==> src/rtl/control_register_write_controller.sv <==
// Sequences CR0-CR7 register file writes for the paging, task-switch and execute units,
// including the TLB and pipeline flush handshakes that CR0/CR3 changes require.
module control_register_write_controller #(
  parameter bit         TLB_FLUSH_ON_PG = 1'b1,
  parameter logic [3:0] LMSW_MASK       = 4'hF
) (
  input  logic        clock,
  input  logic        reset,
  input  logic [31:0] cr0_current,
  input  logic [31:0] cr3_current,
  input  logic        pf_req,
  input  logic [31:0] pf_addr,
  output logic        pf_ack,
  input  logic        ts_req,
  input  logic [31:0] ts_cr3,
  output logic        ts_ack,
  input  logic        ex_req,
  input  logic [1:0]  ex_op,
  input  logic [2:0]  ex_index,
  input  logic [31:0] ex_data,
  output logic        ex_ack,
  output logic        ex_fault,
  output logic        cr_write_enable,
  output logic [2:0]  cr_write_index,
  output logic [31:0] cr_write_data,
  output logic        tlb_flush_req,
  input  logic        tlb_flush_ack,
  output logic        pipe_flush_req,
  input  logic        pipe_flush_ack,
  output logic        busy
);

  typedef enum logic [2:0] {IDLE, WRITE, TLB, PIPE, DONE} state_t;
  typedef enum logic [1:0] {SRC_NONE, SRC_PF, SRC_TS, SRC_EX} src_t;

  localparam logic [1:0] OP_MOV  = 2'b00;
  localparam logic [1:0] OP_CLTS = 2'b01;
  localparam logic [1:0] OP_LMSW = 2'b10;

  state_t      state, state_next;
  src_t        src_q, grant_src;
  logic        tlb_q, pipe_q, fault_q;
  logic        grant_tlb, grant_pipe, grant_fault;
  logic [2:0]  index_q, grant_index;
  logic [31:0] data_q, grant_data;
  logic [31:0] lmsw_data;
  logic        pe_change, pg_change;
  logic        unused_bits;

  // CR3 low bits never reach the register file, so they take no part in decisions
  assign unused_bits = ^{cr3_current[11:0], ts_cr3[11:0]};

  assign pe_change = ex_data[0] ^ cr0_current[0];
  assign pg_change = ex_data[31] ^ cr0_current[31];

  // LMSW may set PE but can never clear it
  always_comb begin
    lmsw_data = cr0_current;
    for (int i = 0; i < 4; i++) begin
      if (LMSW_MASK[i]) lmsw_data[i] = ex_data[i];
    end
    if (LMSW_MASK[0]) lmsw_data[0] = ex_data[0] | cr0_current[0];
  end

  // Fixed-priority grant and write-image decode, evaluated only while IDLE
  always_comb begin
    grant_src   = SRC_NONE;
    grant_index = 3'd0;
    grant_data  = 32'd0;
    grant_tlb   = 1'b0;
    grant_pipe  = 1'b0;
    grant_fault = 1'b0;
    if (pf_req) begin
      grant_src   = SRC_PF;
      grant_index = 3'd2;
      grant_data  = pf_addr;
    end else if (ts_req) begin
      grant_src   = SRC_TS;
      grant_index = 3'd3;
      grant_data  = {ts_cr3[31:12], 12'd0};
      grant_tlb   = (ts_cr3[31:12] != cr3_current[31:12]);
    end else if (ex_req) begin
      grant_src = SRC_EX;
      case (ex_op)
        OP_MOV: begin
          case (ex_index)
            3'd0: begin
              grant_data = ex_data;
              grant_pipe = pe_change | pg_change;
              grant_tlb  = TLB_FLUSH_ON_PG & pg_change;
            end
            3'd2: begin
              grant_index = 3'd2;
              grant_data  = ex_data;
            end
            3'd3: begin
              grant_index = 3'd3;
              grant_data  = {ex_data[31:12], 12'd0};
              grant_tlb   = 1'b1;
            end
            default: grant_fault = 1'b1;
          endcase
        end
        OP_CLTS: grant_data = cr0_current & ~32'h0000_0008;
        OP_LMSW: begin
          grant_data = lmsw_data;
          grant_pipe = lmsw_data[0] ^ cr0_current[0];
        end
        default: grant_fault = 1'b1;
      endcase
    end
  end

  always_comb begin
    state_next = state;
    case (state)
      IDLE:  if (grant_src != SRC_NONE) state_next = grant_fault ? DONE : WRITE;
      WRITE: state_next = tlb_q ? TLB : (pipe_q ? PIPE : DONE);
      TLB:   if (tlb_flush_ack) state_next = pipe_q ? PIPE : DONE;
      PIPE:  if (pipe_flush_ack) state_next = DONE;
      DONE:  state_next = IDLE;
      default: state_next = IDLE;
    endcase
  end

  always_ff @(posedge clock or posedge reset) begin
    if (reset) begin
      state   <= IDLE;
      src_q   <= SRC_NONE;
      tlb_q   <= 1'b0;
      pipe_q  <= 1'b0;
      fault_q <= 1'b0;
    end else begin
      state <= state_next;
      if (state == IDLE) begin
        src_q   <= grant_src;
        tlb_q   <= grant_tlb;
        pipe_q  <= grant_pipe;
        fault_q <= grant_fault;
      end
    end
  end

  always_ff @(posedge clock) begin
    if (state == IDLE) begin
      index_q <= grant_index;
      data_q  <= grant_data;
    end
  end

  assign cr_write_enable = (state == WRITE);
  assign cr_write_index  = cr_write_enable ? index_q : 3'd0;
  assign cr_write_data   = cr_write_enable ? data_q : 32'd0;
  assign tlb_flush_req   = (state == TLB);
  assign pipe_flush_req  = (state == PIPE);
  assign busy            = (state != IDLE);
  assign pf_ack          = (state == DONE) && (src_q == SRC_PF);
  assign ts_ack          = (state == DONE) && (src_q == SRC_TS);
  assign ex_ack          = (state == DONE) && (src_q == SRC_EX);
  assign ex_fault        = ex_ack && fault_q;

endmodule
==> config.mk <==
export PLATFORM = sky130hd
export DESIGN_NAME = control_register_write_controller
export DESIGN_NICKNAME = d
export VERILOG_FILES = /design/src/rtl/control_register_write_controller.sv
export SDC_FILE = /design/constraint.sdc
export NUM_CORES = 1
export LEC_CHECK = 0
export CAP_MARGIN = 20
export CORE_MARGIN = 1
export CORE_UTILIZATION = 31
export DETAILED_ROUTE_END_ITERATION = 8
export PLACE_DENSITY = 0.89
export SYNTH_ARGS = -nofsm -noshare
export SYNTH_HDL_FRONTEND = slang
export SYNTH_SLANG_ARGS = --single-unit
export TNS_END_PERCENT = 1
==> constraint.sdc <==
create_clock -name clock -period 2.05 [get_ports clock]
set_clock_uncertainty 0.15 [all_clocks]
set_input_delay 0.5125 -clock clock [delete_from_list [all_inputs] [get_ports clock]]
set_output_delay 0.5125 -clock clock [all_outputs]
set_load 0.03 [all_outputs]
==> run metrics, run 1 <==
outcome=complete, but fails checks; failing checks=DRC, setup timing; period utilization=108.0%; initial DRC count=182; reg2reg setup slack=230 ps; FF-to-FF Start=state[2]; Crit path buffers/inverters=3; routability cong.=0.8763; Final nets=703; Initial Util=32.24%; total die area=0.009544 mm2; clock latency on the worst-skew pair=290 ps; min-delay worst type=input port to asynchronous set/reset pin; # Max-Cap Violations=0; Std-Cell Core Area=0.008806 mm2; cell area after synthesis=0.002839 mm2; top cells by area, synth=edfxtp_1 (36%), a22oi_1 (13%), and2_1 (7.7%), dfrtp_1 (7.1%), o21ai_0 (6.7%); GRT Total Usage=22.79%; post-layout min period=2213 ps; Top Family by Delay on Critical Path=buffers and inverters; post-synthesis sequential area ratio=43.01%; Worst path slowest cell=dfrtp_1; CTS Hold Buffers Added=0; Site Rows=34; Antenna Cells=0; Max clock buf depth=2; IO Port Bufs=188; Commonest cells post-synth=a22oi_1 (50), o21ai_0 (38), and2_1 (35), edfxtp_1 (34), nand2_1 (25); P&R area growth vs syn=97.80%; die width=97.70 um; vias in the first global route=3440; router iterations before antenna repair=6; Hold Slack=320.9 ps; Final Hold Fails=0; WS Path Type=register to output port; register bit total from synthesis=42; DP Area=0.005131 mm2; pwr dens=972.1 mW/mm2; largest net degree at the start of global routing=26; Fmax=451.9 MHz; via/cell ratio=5.194; pre-CTS setup slack=-529.9 ps; Routed WL=11.19 mm; Max Slew Vio Count=0; layout cells sized above 1=28.33%; final core occ=63.77%; TritonCTS Buffers=5; Post-Syn Nets=484; LEAKAGE=2.206 nW; number of synthesized flops with an enable pin=34; CP endpoint kind=output port; Synth top area share=35.96%; Synth area leader=edfxtp_1; Syn Area/Cell=9.278 um2; worst-path maximum fanout=12; worst flop-to-flop path endpoint=state[0]; asr flop ratio synth=19.05%; CP Cell Sequence=buf_6 -> nor3_4 -> buf_6 -> and2_1 -> buf_6; Final WS setup=-163.0 ps; yosys warns=0; first-pass GRT wire length=16.87 mm; Die Height=97.70 um; Worst Path Required=1390 ps; Synth Instances=306; count leader, synth=a22oi_1; Tot Pwr=5.458 mW; Cell variety after synth=37; Max H-tree Level=2; worst ir drop on vdd=0.0007333 V; CTS root buffer=clkbuf_8; Worst Tran Pin Value=542.4 ps; CTS clk-pin slew, worst paths=80 ps; Design Area, Final=0.005615 mm2; slowest stage delay, CP=400 ps; CTS tree=done; Residual DRC=22; Worst slew margin=63.76%; CTS sink count=42; GRT overflow=0; vias post-DR=3293; Worst setup SP type=register; Avg WL per Cell=17.65 um; Ports=215; antenna violations before repair=0; ys flop type=edfxtp_1; endpoints failing setup=45; RSZ-0062 raised after global routing=true; most used cell, CP=buf_6; Detail Route Antenna Nets=0; Worst EP arrival=1550 ps; R2R depth=5; HPWL after detailed placement=8.847 mm
## layout make-up
| cell class | instances | area (um2) |
|---|---|---|
| Clock buffer | 5 | 68.82 |
| Clock inverter | 3 | 63.81 |
| Fill cell | 692 | 3191 |
| Inverter | 12 | 48.80 |
| Multi-Input combinational cell | 232 | 1697 |
| Sequential cell | 42 | 1221 |
| Tap cell | 108 | 135.1 |
| Timing Repair Buffer | 232 | 2381 |
## sequential cells by signal, indices dropped and copies added, names as in the netlist
signal and flops:
data_q 32, state 3, index_q 2, src_q 2
fault_q 1, pipe_q 1, tlb_q 1
## cell usage in the layout, fill, tap and decap left out, types with 15 or more instances in the layout
master and n:
a22oi_1 27, nand2_1 25, a22oi_2 23, buf_6 36, clkdlybuf4s50_1 144, o21ai_1 24, and2_1 25, buf_4 38
edfxtp_1 34, o21ai_0 15
## per-layer routing
layer / vias to the layer above / share of wire [%] / wire, um / GRT usage, %
li1: 1558 / - / - / -
met1: 1567 / 38 / 4260 / 25.71
met2: 139 / 52 / 5858 / 42.66
met3: 29 / 6.1 / 680 / 3.885
met4: 0 / 3.5 / 391 / 8.275
met5: - / 0 / 0 / 0
## power by group
group	internal [mW]	switching [mW]	leakage (nW)	total, mW
clock	0.482	0.289	0.0658	0.771
sequential	1.44	0.121	0.445	1.56
combinational	1.47	1.66	1.70	3.13
## repair_timing
action / 4_1_cts / 5_1_grt
resized for setup: 56 / 63
pin swaps: 6 / 6
setup endpoints to repair: 77 / 79
setup buffers: 0 / 0
gates cloned: 0 / 0
## how the worst max path moves through the flow
stage,startpoint,to,slack (ps),depth (start not counted)
5_1_grt,state[1],cr_write_data[28],-260,5
3_3_place_gp,ex_op[0],data_q[14],-490,7
3_5_place_dp,ex_op[0],data_q[19],-530,7
2_1_floorplan,state[1],ex_fault,-100,4
6_report,state[1],cr_write_data[28],-160,5
4_1_cts,state[1],cr_write_data[9],-180,5
## per-stage QoR
step	instances	setup TNS [ps]
final	634	-5187
after global routing	634	-9896
after CTS	634	-8150
after detailed placement	626	-17260
after global placement	626	-15390
after floorplan	306	-555.6
## cells by family (layout without fill, tap and decap cells)
kind of cell	count (synthesis)	in the layout	share of synthesized area, %
buf+inv	32	252	4.759
flops	42	42	43.01
simple gates	100	100	18.99
other cells	1	1	0.1321
fa+ha+maj	6	6	2.644
compound gates	104	104	23.98
xor+xnor	21	21	6.479
No activity file was read; power rests on OpenSTA's default activity.
==> run 2: changes to the inputs <==
Settings changed: CORE_UTILIZATION 31 to 37, PLACE_DENSITY 0.89 to 0.95.
Clock period 2.05 ns to 2.77 ns, I/O delays scaled along.
==> run metrics, run 2 (synthesized netlist as in run 1, its figures left out) <==
outcome=finished clean; period utilization=96.55%; Fillers=565 (-18%); Max Slew Vio Count=0 (unchanged); post-layout min period=2675 ps; routability cong.=0.8397 (-4.2%); worst-path maximum fanout=8 (-4); Worst EP arrival=1830 ps (+280 ps); # Max-Cap Violations=0 (unchanged); die width=89.60 um (-8.3%); clock latency on the worst-skew pair=280 ps (about the same); Max clock buf depth=2 (unchanged); Std-Cell Core Area=0.007331 mm2 (-17%); CP endpoint kind=output port; CTS sink count=42 (unchanged); antenna violations before repair=0 (unchanged); endpoints failing setup=0 (-100%); Top Registers=data_q: 32 flops, state: 3 flops; Largest Register=data_q; RSZ-0062 raised after global routing=false; GRT overflow=0 (unchanged); largest net degree at the start of global routing=33 (+27%); initial DRC count=177 (-2.7%); Avg WL per Cell=17.56 um (-0.51%); most frequent cells in the layout=clkdlybuf4s50_1 (151), buf_4 (57), a22oi_1 (50), o21ai_0 (38), and2_1 (35); HPWL after detailed placement=8.261 mm (-6.6%); CTS root buffer=clkbuf_8; vias in the first global route=3176 (-7.7%); area of the multi-input gates=0.001496 mm2 (-12%); register area=0.001221 mm2 (unchanged); TritonCTS Buffers=5 (unchanged); Site Rows=31 (-8.8%); WS Path Type=register to output port; GRT Total Usage=25.15% (+2.4 points); router iterations before antenna repair=5 (-1); via/cell ratio=5.361 (+3.2%); Die Height=89.60 um (-8.3%); Final Hold Fails=0 (unchanged); Initial Util=38.73% (+6.5 points); Worst Tran Pin Value=743.0 ps (+200.6 ps); P&R area growth vs syn=75.36%; total die area=0.008027 mm2 (-16%); first-pass GRT wire length=15.11 mm (-10%); Residual DRC=0 (-100%); Fmax=373.9 MHz; Antenna Cells=0 (unchanged); Routed WL=10.61 mm (-5.2%); Max H-tree Level=2 (unchanged); Final nets=682 (-3.0%); layout cells sized above 1=14.06% (-14 points); min-delay worst type=register to register; worst ir drop on vdd=0.0006185 V (-16%); Worst slew margin=50.36% (-13 points); LEAKAGE=2.013 nW (-8.8%); vias post-DR=3238 (-1.7%); Final WS setup=95.46 ps (+258.5 ps); CTS tree=done; commonest non-fill, non-tap cell in the layout=clkdlybuf4s50_1; pwr dens=700.1 mW/mm2 (-28%); Detail Route Antenna Nets=0 (unchanged); CTS clk-pin slew, worst paths=80 ps (about the same); pre-CTS setup slack=-440.4 ps (+89.49 ps); IO Port Bufs=188 (unchanged); final core occ=67.91% (+4.1 points); Largest register FFs=32 (unchanged); Ports=215 (unchanged); Worst setup SP type=register; Worst Path Required=1930 ps (+540 ps)
[run 2: report_power, final]
| group | switching, mW | internal [mW] |
|---|---|---|
| clock | 0.204 | 0.258 |
| sequential | 0.0963 | 1.06 |
| combinational | 1.10 | 0.763 |
[run 2: repair_timing]
item | CTS | global route
setup buffers | 0 | 0
setup endpoints to repair | 19 | 1
hold buffers | 0 | 0
resized for setup | 2 | 1
pin swaps | 0 | 0
gates cloned | 0 | 0
[run 2: cell type report]
cell class	instances	share of cell area, %
Clock buffer	8	2.237
Inverter	12	0.9048
Multi-Input combinational cell	232	30.06
Sequential cell	42	24.53
Tap cell	99	2.488
Timing Repair Buffer	211	39.78
[run 2: worst paths after layout]
check,from,endpoint,slack (ps),cells after the start
worst max register to register,state[2],state[0],820,5
max in group asynchronous,reset,tlb_q,1750,2
worst min-delay path,fault_q,fault_q,340,1
worst min register to register,fault_q,fault_q,340,1
min in group asynchronous,reset,state[0],500,2
worst max-delay path,state[2],pipe_flush_req,100,3
[run 2: critical path, stage by stage, from the launching register on]
cell	delay [ps]
dfrtp_1	490
nand2b_1	230
nor2_1	140
clkdlybuf4s50_1	690
[run 2: through the flow]
| step | setup TNS [ps] | power, mW | area, um2 | instances | hold WS [ps] |
|---|---|---|---|---|---|
| 4_1_cts | 0 | 3.488 | 4976 | 604 | 340.8 |
| 3_3_place_gp | -5596 | 2.963 | 4858 | 596 | 315.9 |
| 5_1_grt | 0 | 3.670 | 4979 | 604 | 361.2 |
| 6_report | 0 | 3.486 | 4979 | 604 | 338.9 |
| 2_1_floorplan | 0 | 2.187 | 2839 | 306 | 291.4 |
| 3_5_place_dp | -7911 | 3.030 | 4858 | 596 | 312.7 |
[run 2: metal layers]
metal | global-route usage [%] | wire length, um | share of wire [%] | up-vias
met4 | 8.369 | 211 | 2.0 | 0
met3 | 5.119 | 809 | 7.6 | 20
met2 | 45.52 | 5610 | 53 | 161
li1 | - | - | - | 1511
met1 | 29.66 | 3974 | 37 | 1546
met5 | 0 | 0 | 0 | -
